## config.mk

```make
export PLATFORM = sky130hd
export DESIGN_NAME = breath_envelope_gen
export DESIGN_NICKNAME = d
export VERILOG_FILES = /design/src/rtl/breath_envelope_gen.sv
export SDC_FILE = /design/constraint.sdc
export NUM_CORES = 1
export LEC_CHECK = 0
export CAP_MARGIN = 20
export CORE_MARGIN = 2
export CORE_UTILIZATION = 25
export DETAILED_ROUTE_END_ITERATION = 8
export PLACE_DENSITY = 0.37
export RECOVER_POWER = 25
export SLEW_MARGIN = 20
export SYNTH_ARGS = -nofsm -noshare
export SYNTH_HDL_FRONTEND = slang
export SYNTH_SLANG_ARGS = --single-unit
```

## constraint.sdc

```tcl
create_clock -name clk -period 6.7 [get_ports clk]
set_clock_uncertainty 0.1 [all_clocks]
set_input_delay 1.005 -clock clk [delete_from_list [all_inputs] [get_ports clk]]
set_output_delay 1.005 -clock clk [all_outputs]
set_load 0.05 [all_outputs]
```

## src/rtl/breath_envelope_gen.sv

```systemverilog
// rtl/breath_envelope_gen.sv - LED breathing envelope sequencer (rise, hold high, fall, hold low)
//
// Produces the brightness level that drives the sigma-delta PWM duty input.
// Ports:
//   clk        system clock
//   rst_n      asynchronous active-low reset
//   en         envelope enable; low requests a fade-out to dark
//   mode       0 = continuous breathing, 1 = one-shot
//   start      one-cycle pulse launching a one-shot cycle from IDLE
//   rate_sel   step period = max(PRESCALE >> rate_sel, 1) clock cycles
//   level      current brightness (0..2^LEVEL_W-1)
//   level_stb  one-cycle pulse in the cycle a new level first appears
//   phase      IDLE=0, RISE=1, HOLD_HI=2, FALL=3, HOLD_LO=4
//   busy       high while not IDLE
//   done       one-cycle pulse on the return to IDLE
module breath_envelope_gen #(
    parameter int LEVEL_W       = 4,
    parameter int PRESCALE      = 524288,
    parameter int PRESCALE_W    = 20,
    parameter int HOLD_HI_STEPS = 8,
    parameter int HOLD_LO_STEPS = 8
) (
    input  logic               clk,
    input  logic               rst_n,
    input  logic               en,
    input  logic               mode,
    input  logic               start,
    input  logic [1:0]         rate_sel,
    output logic [LEVEL_W-1:0] level,
    output logic               level_stb,
    output logic [2:0]         phase,
    output logic               busy,
    output logic               done
);

    localparam logic [LEVEL_W-1:0] LMAX = '1;
    localparam int HOLD_MAX = (HOLD_HI_STEPS > HOLD_LO_STEPS) ? HOLD_HI_STEPS : HOLD_LO_STEPS;
    localparam int HOLD_W   = (HOLD_MAX < 2) ? 1 : $clog2(HOLD_MAX);
    // Last count value of each hold; unused when the matching hold is 0 steps.
    localparam logic [HOLD_W-1:0] HI_LAST = HOLD_W'(HOLD_HI_STEPS - 1);
    localparam logic [HOLD_W-1:0] LO_LAST = HOLD_W'(HOLD_LO_STEPS - 1);

    typedef enum logic [2:0] {
        S_IDLE    = 3'd0,
        S_RISE    = 3'd1,
        S_HOLD_HI = 3'd2,
        S_FALL    = 3'd3,
        S_HOLD_LO = 3'd4
    } state_t;

    state_t                state;
    state_t                state_n;
    logic [LEVEL_W-1:0]    level_n;
    logic                  stb_n;
    logic [PRESCALE_W-1:0] presc;
    logic [PRESCALE_W-1:0] period_m1;
    logic [HOLD_W-1:0]     hold_cnt;
    logic [HOLD_W-1:0]     hold_n;
    logic                  abort;
    logic                  tick;
    logic                  stop;
    logic                  changed;

    // Step period minus one, clamped so a zero period behaves as one cycle.
    function automatic logic [PRESCALE_W-1:0] step_period_m1(input logic [1:0] rs);
        int p;
        p = PRESCALE >> rs;
        if (p < 1) begin
            p = 1;
        end
        return PRESCALE_W'(p - 1);
    endfunction

    assign tick    = (presc == period_m1);
    // A fade-out is wanted either from a latched disable or from en low right now,
    // so the state reacts on the very edge that first sees en low.
    assign stop    = abort | ~en;
    assign changed = (state_n != state);
    assign phase   = state;

    always_comb begin
        state_n = state;
        level_n = level;
        stb_n   = 1'b0;
        hold_n  = hold_cnt;
        case (state)
            S_IDLE: begin
                if (en && (!mode || start)) begin
                    state_n = S_RISE;
                end
            end
            S_RISE: begin
                if (tick && (level != LMAX)) begin
                    level_n = level + 1'b1;
                    stb_n   = 1'b1;
                end
                // The increment on a tick still lands even when the fade-out wins.
                if (stop) begin
                    state_n = S_FALL;
                end else if (tick && (level_n == LMAX)) begin
                    state_n = (HOLD_HI_STEPS == 0) ? S_FALL : S_HOLD_HI;
                end
            end
            S_HOLD_HI: begin
                if (stop) begin
                    state_n = S_FALL;
                end else if (tick) begin
                    if (hold_cnt == HI_LAST) begin
                        state_n = S_FALL;
                    end else begin
                        hold_n = hold_cnt + 1'b1;
                    end
                end
            end
            S_FALL: begin
                if (tick) begin
                    if (level != '0) begin
                        level_n = level - 1'b1;
                        stb_n   = 1'b1;
                    end
                    if (level_n == '0) begin
                        if (stop) begin
                            state_n = S_IDLE;
                        end else if (HOLD_LO_STEPS == 0) begin
                            state_n = (!mode && en) ? S_RISE : S_IDLE;
                        end else begin
                            state_n = S_HOLD_LO;
                        end
                    end
                end
            end
            S_HOLD_LO: begin
                if (stop) begin
                    state_n = S_IDLE;
                end else if (tick) begin
                    if (hold_cnt == LO_LAST) begin
                        state_n = (!mode && en) ? S_RISE : S_IDLE;
                    end else begin
                        hold_n = hold_cnt + 1'b1;
                    end
                end
            end
            default: begin
                state_n = S_IDLE;
            end
        endcase
        if (state_n != state) begin
            hold_n = '0;
        end
    end

    always_ff @(posedge clk or negedge rst_n) begin
        if (!rst_n) begin
            state     <= S_IDLE;
            level     <= '0;
            level_stb <= 1'b0;
            busy      <= 1'b0;
            done      <= 1'b0;
            presc     <= '0;
            period_m1 <= step_period_m1(2'd0);
            hold_cnt  <= '0;
            abort     <= 1'b0;
        end else begin
            state     <= state_n;
            level     <= level_n;
            level_stb <= stb_n;
            busy      <= (state_n != S_IDLE);
            done      <= (state != S_IDLE) && (state_n == S_IDLE);
            hold_cnt  <= hold_n;
            abort     <= (state_n == S_IDLE) ? 1'b0 : (abort | (~en & (state != S_IDLE)));
            presc     <= (changed || tick || (state == S_IDLE)) ? '0 : presc + 1'b1;
            // rate_sel is only taken at step boundaries so a step is never stretched or cut.
            if (changed || tick) begin
                period_m1 <= step_period_m1(rate_sel);
            end
        end
    end

endmodule

```

==> impl_metrics.py, run 1 <==
metrics = {
    "clock_network": {
        "htreeDepth": 2,
        "clkSinkCount": 38,
        "insertion_delay_ps": 290,
        "cts_resized": 0,
        "clockBufferDepth": 2,
        "cts_tree": "built",
        "numCtsBuffers": 5,
        "cts-root-buf": "clkbuf_8",
        "postCtsSetupBuffers": 0,
        "postCtsHoldBufs": 0,
        "clk_pin_slew_ps": 80,
    },
    "timing": {
        "min_period_over_period_pct": 47.7,
        "setup_violations": 0,
        "setup-tns-final_ps": 0,
        "max_clock_freq_mhz": 313,
        "slew_headroom_pct": -44.4,
        "worst_pin_slew_ps": 2170,
        "report.final.slew_viol_count": 39,
        "rsz0062_at_grt": "false",
        "period_needed_ps": 3190,
        "hold_viol": 0,
    },
    "synth": {
        "synth_adder_area_share_pct": 2.99,
        "synth-edff-count": 0,
        "muxShareOfSynthArea_pct": 3.45,
        "synth_nets": 274,
        "synth_area_leader_cell": "dfrtp_1",
        "yosys_warnings": 0,
        "synth_cell_types": 58,
        "synthCells": 262,
        "synth_simple_gate_area_share_pct": 28.1,
        "synth_top_family_by_area": "simple AND/OR/NAND/NOR gates",
        "syn_area_sq_um": 2430,
        "syn_avg_cell_area_sq_um": 9.27,
        "synth_xor_area_share_pct": 9.37,
        "ys_ff_latch": 38,
        "ys.flop_type": "dfrtp_1",
        "synth_top_area_share_pct": 35.0,
        "yosys-top-cells-area": "dfrtp_1 35%, xor2_1 6.8%, nor2_1 5.3%, dfstp_2 4.3%, nand3_1 2.9%",
        "synthArstFlopShare_pct": 100,
        "synth-compound-area-share_pct": 12.1,
        "ys_seq_area_share_pct": 39.3,
    },
    "global_route": {
        "grt_max_degree": 39,
        "grt_overflow_total": 0,
        "grt_pass1_wl_mm": 10.1,
        "antenna_found_initial": 0,
        "grt_usage_pct": 12.4,
        "grt_pass1_vias": 1911,
    },
    "setup_path": {
        "crit_fanout": 24,
        "crit_path_start_kind": "flip-flop",
        "slowest_delay_ps": 940,
        "end_kind": "output pin",
        "path_buf_inv": 1,
        "path_class": "flip-flop to output pin",
        "crit_chain": "clkdlybuf4s50_1",
        "critical-path-top-delay-family": "buffers and inverters",
        "arrival_ps": 2090,
        "slowest_stage": "clkdlybuf4s50_1",
        "cp.required_ps": 5590,
    },
    "cells_and_area": {
        "area_delta_synth_final_pct": 13.8,
        "fin_nets": 286,
        "diodes": 0,
        "final_cell_mix": "34 x nor2_1, 34 x dfrtp_1, 19 x xor2_1, 18 x nand2_1, 15 x clkdlybuf4s50_1",
        "n_fill_cell": 1023,
        "drive_gt1_share_pct": 11.3,
        "final_core_util_pct": 29.6,
    },
    "power": {
        "p_total_mw": 0.557,
        "p_leak_nw": 1.15,
        "max-vdd-ir-drop_v": 0.0000897,
        "power.density_nw_per_um2": 202,
    },
    "detailed_routing": {
        "drc": 0,
        "post_drt_wl_per_cell_um": 14.8,
        "viasPerCell": 4.76,
        "ant_nets": 0,
        "routed-via-count": 1925,
        "wl_mm": 5.99,
        "drt_iter0_markers": 55,
        "dr.pass1.iters": 4,
    },
    "outcome": {
        "violations": "max-capacitance violations, max-slew violations",
        "status": "finished, violations left",
    },
    "floorplan": {
        "dieWidth_um": 103,
        "coreArea_sq_um": 9330,
        "io_pins": 17,
        "start_util_pct": 26.0,
        "rows": 35,
        "dieArea_sq_um": 10500,
        "die_y_um": 103,
    },
    "min_path": {
        "hold_class": "flip-flop to flip-flop",
    },
    "job": {
        "drv_cap": 1,
    },
    "placed_design": {
        "dp_hpwl_mm": 4.14,
        "place.gp.congestion": 0.741,
        "io_buffer_count": 16,
    },
}
## per-stage QoR
step	std cells	hold slack, ps	instance area, sq um	worst slack (ps)
after detailed placement	396	374	2680	3620
after global routing	404	409	2770	3400
after floorplan	262	354	2430	4160
final	404	382	2770	3510
after global placement	396	388	2680	3560
after CTS	404	386	2770	3500
## synthesized netlist by cell type (all sizes together) (2+ instances only)
master	instances
or3	4
a41oi	2
xor2	19
a21o	2
and3	5
clkbuf	7
o211ai	4
a21oi	9
ha	5
buf	5
nor2b	5
nand2b	4
nand4	7
inv	9
o32ai	2
nand2	18
nor3b	4
and4	7
a211oi	2
dfrtp	34
xnor2	7
mux2	3
nand3	14
dfstp	4
mux2i	5
nor4	5
o21ai	7
nor3	11
nor2	35
## cell type report
type	instances	area [sq um]	area share [%]
multi-input combinational	203	1360	49.2
clock inverter	1	5.00	0.181
sequential	38	956	34.6
clock buffer	7	86.3	3.12
timing repair buffer	17	161	5.84
inverter	9	33.8	1.22
tap	129	161	5.84
## state kept, by name (all words and copies together) (netlist names)
name / cells
period_m1: 4
presc: 20
done: 1
abort: 1
level_stb: 1
hold_cnt: 3
phase: 3
level: 4
busy: 1
## where the power goes
part           switching [mW]  total, mW  internal, mW
sequential             0.0371      0.297         0.260
combinational          0.0479     0.0884        0.0405
clock                  0.0887      0.172        0.0833
total                   0.174      0.557         0.384
## per-layer routing
| metal | GRT usage, % | wire length [um] |
|---|---|---|
| met1 | 18.1 | 3050 |
| met2 | 18.8 | 2680 |
| met3 | 2.44 | 204 |
| met4 | 3.38 | 57 |
| met5 | 0 | 0 |
## logic make-up (layout without fill, tap and decap cells)
| group | count (synthesis) | in the layout |
|---|---|---|
| and+or+nand+nor | 123 | 123 |
| muxes | 8 | 8 |
| buffers and inverters | 21 | 34 |
| adders and majority gates | 6 | 6 |
| xor gates and xnor gates | 26 | 26 |
| AOI/OAI and AO/OA | 40 | 40 |
| DFF | 38 | 38 |
## final timing paths
check,depth (start not counted),slack (ps),startpoint,endpoint
min in group asynchronous,1,1240,rst_n,phase[1]
max in group asynchronous,1,4020,rst_n,presc[17]
worst max-delay path,1,3510,phase[1],phase[1]
worst min register to register,2,380,period_m1[17],period_m1[17]
worst min-delay path,2,380,period_m1[17],period_m1[17]
worst max register to register,8,4040,level[0],hold_cnt[2]
Note: power is estimated with default switching activity, not from simulation.
==> run 2, diff against run 1 <==
- clock period: 6.7 -> 2.95 ns (I/O delays scaled with it)
==> run 2 against run 1 <==
Net effect: the run still ends with max-capacitance violations, max-slew violations left; die area stayed put; via count is 3.6% higher; combinational power grew 130%; cell area grew 2.8%; total power grew 140%; sequential share of layout area is 0.94 points lower; first-iteration DRC count down 11%; setup slack got worse by 3000 ps; flip-flop and latch count unchanged; critical path type unchanged; critical endpoint unchanged; largest cell class unchanged; largest power group unchanged.
==> impl_metrics.py, run 2 (same netlist as run 1, synthesis figures left out) <==
metrics = {
    "timing": {
        "rsz0062_at_grt": "false",
        "min_period_over_period_pct": 81.9,
        "setup-tns-final_ps": 0,
        "max_clock_freq_mhz": 414,
        "report.final.slew_viol_count": 39,
        "setup_ws_ps": 535,
        "period_needed_ps": 2420,
        "slew_headroom_pct": -49.3,
        "setup_violations": 0,
        "worst_pin_slew_ps": 2240,
        "hold_viol": 0,
    },
    "cells_and_area": {
        "largest_register_ffs": 20,
        "area_delta_synth_final_pct": 17.0,
        "drive_gt1_share_pct": 13.5,
        "final_cell_mix": "34 x nor2_1, 34 x dfrtp_1, 19 x xor2_1, 18 x nand2_1, 15 x clkdlybuf4s50_1",
        "regMostFlops": "presc",
        "diodes": 0,
        "largestRegisters": "presc x20, level x4, period_m1 x4",
        "fin_nets": 293,
    },
    "setup_path": {
        "slowest_delay_ps": 900,
        "critical-path-top-delay-family": "buffers and inverters",
        "path_buf_inv": 1,
        "cp_num_cells": 1,
        "end_kind": "output pin",
        "crit_chain": "clkdlybuf4s50_1",
        "crit_fanout": 16,
        "cp.required_ps": 2410,
        "r2r_cells": 6,
        "crit_path_start_kind": "flip-flop",
        "slowest_stage": "clkdlybuf4s50_1",
        "path_class": "flip-flop to output pin",
        "arrival_ps": 1870,
    },
    "placed_design": {
        "dp_hpwl_mm": 4.34,
        "dpl_worst_slack_ps": 395,
        "io_buffer_count": 16,
        "place.gp.congestion": 0.787,
    },
    "clock_network": {
        "htreeDepth": 2,
        "clockBufferDepth": 2,
        "clk_pin_slew_ps": 80,
        "postCtsSetupBuffers": 0,
        "insertion_delay_ps": 300,
        "cts_resized": 0,
        "cts_tree": "built",
        "postCtsHoldBufs": 0,
        "numCtsBuffers": 5,
        "clkSinkCount": 38,
        "cts-root-buf": "clkbuf_8",
    },
    "min_path": {
        "hold_class": "flip-flop to flip-flop",
        "holdPathStages": 2,
    },
    "detailed_routing": {
        "drt_iter0_markers": 49,
        "viasPerCell": 4.85,
        "wl_mm": 6.18,
        "drc": 0,
        "routed-via-count": 1995,
        "ant_nets": 0,
        "post_drt_wl_per_cell_um": 15.0,
        "dr.pass1.iters": 4,
    },
    "global_route": {
        "grt_pass1_vias": 1991,
        "grt_overflow_total": 0,
        "grt_pass1_wl_mm": 10.5,
        "antenna_found_initial": 0,
        "grt_usage_pct": 12.9,
        "grt_max_degree": 39,
    },
    "floorplan": {
        "dieArea_sq_um": 10500,
        "rows": 35,
        "start_util_pct": 26.0,
        "dieWidth_um": 103,
        "coreArea_sq_um": 9330,
        "io_pins": 17,
        "die_y_um": 103,
    },
    "power": {
        "p_total_mw": 1.35,
        "max-vdd-ir-drop_v": 0.000174,
        "power.density_nw_per_um2": 476,
        "p_leak_nw": 1.20,
    },
    "outcome": {
        "violations": "max-capacitance violations, max-slew violations",
        "status": "finished, violations left",
    },
    "job": {
        "drv_cap": 1,
    },
}
[run 2: cell types whose count changed in the layout (fill, tap and decap cells not counted)]
| cell | change |
|---|---|
| buf_4 | +7 |
| bufinv_16 | +1 |
| clkinv_2 | -1 |
[run 2: metal layers]
metal	GRT usage, %	up-vias	routed length, um
li1	-	979	-
met1	18.4	973	3090
met5	0	-	0
met4	3.38	0	67
met3	3.19	6	228
met2	19.6	37	2790
[run 2: layout make-up]
class / count / area (sq um)
Tap cell: 129 / 161
Clock buffer: 7 / 86.3
Sequential cell: 38 / 956
Clock inverter: 1 / 30.0
Multi-Input combinational cell: 203 / 1360
Inverter: 9 / 33.8
Timing Repair Buffer: 24 / 214
Fill cell: 987 / 6480
[run 2: path summary, 6_finish.rpt]
path / from / slack [ps] / end
min in group asynchronous: rst_n / 700 / phase[1]
max in group asynchronous: rst_n / 770 / level_stb
min reg2reg: period_m1[17] / 390 / period_m1[17]
max: phase[1] / 530 / phase[1]
max reg2reg: presc[0] / 570 / level[1]
min: period_m1[17] / 390 / period_m1[17]
[run 2: power by group]
part	leakage (nW)	internal (mW)	switching (mW)
clock	0.0585	0.276	0.203
sequential	0.489	0.590	0.0778
combinational	0.652	0.0935	0.113
[run 2: per-stage QoR]
step           area (sq um)  hold WS [ps]  utilization (%)  instances
6_report               2840           392             30.5        411
5_1_grt                2840           446             30.5        411
4_1_cts                2840           218             30.5        411
3_5_place_dp           2730           382             29.2        403
3_3_place_gp           2730           372             29.2        403
2_1_floorplan          2430          46.9                -        262
==> run 3, diff against run 2 <==
- PLACE_DENSITY: 0.37 -> 0.39
- clock period: 2.95 -> 2.1 ns (I/O delays scaled with it)
==> run 3 against run 2 <==
Net effect: the run ends with negative setup slack left; combinational power grew to 2.9 times the previous value; clock power grew 11%; worst hold slack lost 11 ps; setup slack lost 610 ps; global-route usage grew 0.29 points; die area is the same; critical path type is now flip-flop to flip-flop; largest power group unchanged.
==> impl_metrics.py, run 3 (same netlist as run 1, synthesis figures left out) <==
metrics = {
    "power": {
        "max-vdd-ir-drop_v": 0.000258,
        "power.density_nw_per_um2": 565,
        "p_leak_nw": 1.57,
    },
    "clock_network": {
        "numCtsBuffers": 5,
        "cts-root-buf": "clkbuf_8",
        "clockBufferDepth": 2,
        "insertion_delay_ps": 290,
        "htreeDepth": 2,
        "cts_tree": "built",
        "clk_pin_slew_ps": 80,
        "clkSinkCount": 38,
    },
    "cells_and_area": {
        "final_common_cell": "buf_4",
        "design_area_sq_um": 3650,
        "fin_cells": 477,
        "final_cell_mix": "69 x buf_4, 29 x dfrtp_1, 17 x nor2_1, 17 x xor2_1, 17 x nand2_1",
        "area_delta_synth_final_pct": 50.1,
        "multi_input_area_sq_um": 1630,
        "final_core_util_pct": 39.1,
        "drive_gt1_share_pct": 45.4,
        "diodes": 0,
        "largestRegisters": "presc x20, level x4, period_m1 x4",
        "regMostFlops": "presc",
        "n_fill_cell": 951,
        "largest_register_ffs": 20,
        "regArea_sq_um": 965,
        "fin_nets": 359,
    },
    "floorplan": {
        "io_pins": 17,
        "start_util_pct": 26.0,
        "rows": 35,
        "die_y_um": 103,
        "dieWidth_um": 103,
        "dieArea_sq_um": 10500,
        "coreArea_sq_um": 9330,
    },
    "placed_design": {
        "io_buffer_count": 16,
        "dp_hpwl_mm": 4.65,
        "dpl_cell_area_sq_um": 3210,
        "placedCellCount": 461,
        "place.gp.congestion": 0.809,
    },
    "setup_path": {
        "crit_top_cell": "buf_4",
        "end_kind": "flip-flop",
        "path_buf_inv": 3,
        "slowest_delay_ps": 550,
        "crit_fanout": 4,
        "cp.required_ps": 2170,
        "crit_chain": "xor2_2, nor4_2, buf_4, nand3_2, buf_6, a211oi_2, buf_4, mux2i_1, nor3_2",
        "critical-path-top-delay-family": "flip-flops",
        "slowest_stage": "dfstp_2",
        "arrival_ps": 2240,
        "path_class": "flip-flop to flip-flop",
        "crit_path_start_kind": "flip-flop",
    },
    "timing": {
        "rsz0062_at_grt": "true",
        "report.final.slew_viol_count": 0,
        "setup-tns-final_ps": -499,
        "setup_violations": 17,
        "worst_pin_slew_ps": 1010,
        "min_period_over_period_pct": 104,
        "setup_ws_ps": -76.8,
        "slew_headroom_pct": 32.5,
        "hold_viol": 0,
        "whs_ps": 381,
        "max_clock_freq_mhz": 459,
        "period_needed_ps": 2180,
    },
    "detailed_routing": {
        "drc": 0,
        "drt_iter0_markers": 52,
        "viasPerCell": 4.69,
        "dr.pass1.iters": 4,
        "post_drt_wl_per_cell_um": 14.3,
        "wl_mm": 6.81,
        "ant_nets": 0,
        "routed-via-count": 2237,
    },
    "outcome": {
        "violations": "negative setup slack",
        "status": "finished, violations left",
    },
    "global_route": {
        "grt_max_degree": 39,
        "antenna_found_initial": 0,
        "grt_usage_pct": 13.2,
        "grt_pass1_vias": 2240,
        "grt_overflow_total": 0,
        "grt_pass1_wl_mm": 11.0,
    },
    "job": {
        "drv_cap": 0,
    },
    "min_path": {
        "hold_class": "flip-flop to flip-flop",
    },
}
==> run 3: cell types whose count changed in the layout (fill, tap and decap cells not counted), moves of 3 or more <==
cell / change
buf_6: +5
nor2_2: +9
nor3_1: -3
nor2_4: +8
a21oi_1: -3
nor4_1: -3
clkdlybuf4s50_1: -6
nor2_1: -17
dfrtp_2: +4
dfrtp_1: -5
o21ai_0: -3
buf_4: +61
a21oi_2: +3
==> run 3: worst register-to-register path, cell delays in order (launching register included) <==
cell and delay (ps):
dfstp_2 550, xor2_2 70, nor4_2 260, buf_4 170
nand3_2 120, buf_6 150, a211oi_2 200, buf_4 160
mux2i_1 210, nor3_2 60
==> run 3: layout make-up <==
type | count | area share, %
tap | 129 | 4.43
clock inverter | 1 | 0.137
inverter | 9 | 0.995
sequential | 38 | 26.5
clock buffer | 7 | 2.37
multi-input combinational | 203 | 44.6
timing repair buffer | 90 | 21.0
==> run 3: path summary, 6_finish.rpt <==
path,startpoint,endpoint,slack [ps],cells past startpoint
worst max-delay path,period_m1[18],hold_cnt[1],-80,9
worst min-delay path,period_m1[17],period_m1[17],380,2
worst max register to register,period_m1[18],hold_cnt[1],-80,9
worst min register to register,period_m1[17],period_m1[17],380,2
max in group asynchronous,rst_n,level[0],480,3
min in group asynchronous,rst_n,level[0],700,3
==> run 3: report_power, final <==
| group | switching [mW] | total (mW) | internal, mW |
|---|---|---|---|
| Sequential | 0.0912 | 0.921 | 0.830 |
| Clock | 0.269 | 0.534 | 0.265 |
| Combinational | 0.283 | 0.604 | 0.320 |
==> run 3: what timing repair did <==
action                                  in CTS  in global routing
resized for setup                           17                 44
endpoints found under the setup margin      31                 35
cloned                                       0                  3
hold buffers                                 1                  0
pin swaps                                    6                 17
hold endpoints to repair                     7                  0
buffers inserted                             1                  3
==> run 3: per-stage QoR <==
stage	setup slack, ps	power [mW]
global route	-144	2.20
detailed placement	-189	1.38
floorplan	-55.6	1.15
CTS	-46.7	1.96
global placement	-167	1.38
finish	-76.8	2.06
==> run 3: layer usage <==
metal | GRT usage, % | up-vias | routed length [um]
met5 | 0 | - | 0
met4 | 2.97 | 0 | 67
met3 | 2.51 | 7 | 183
met2 | 21.7 | 23 | 3330
met1 | 18.0 | 1102 | 3220
li1 | - | 1105 | -
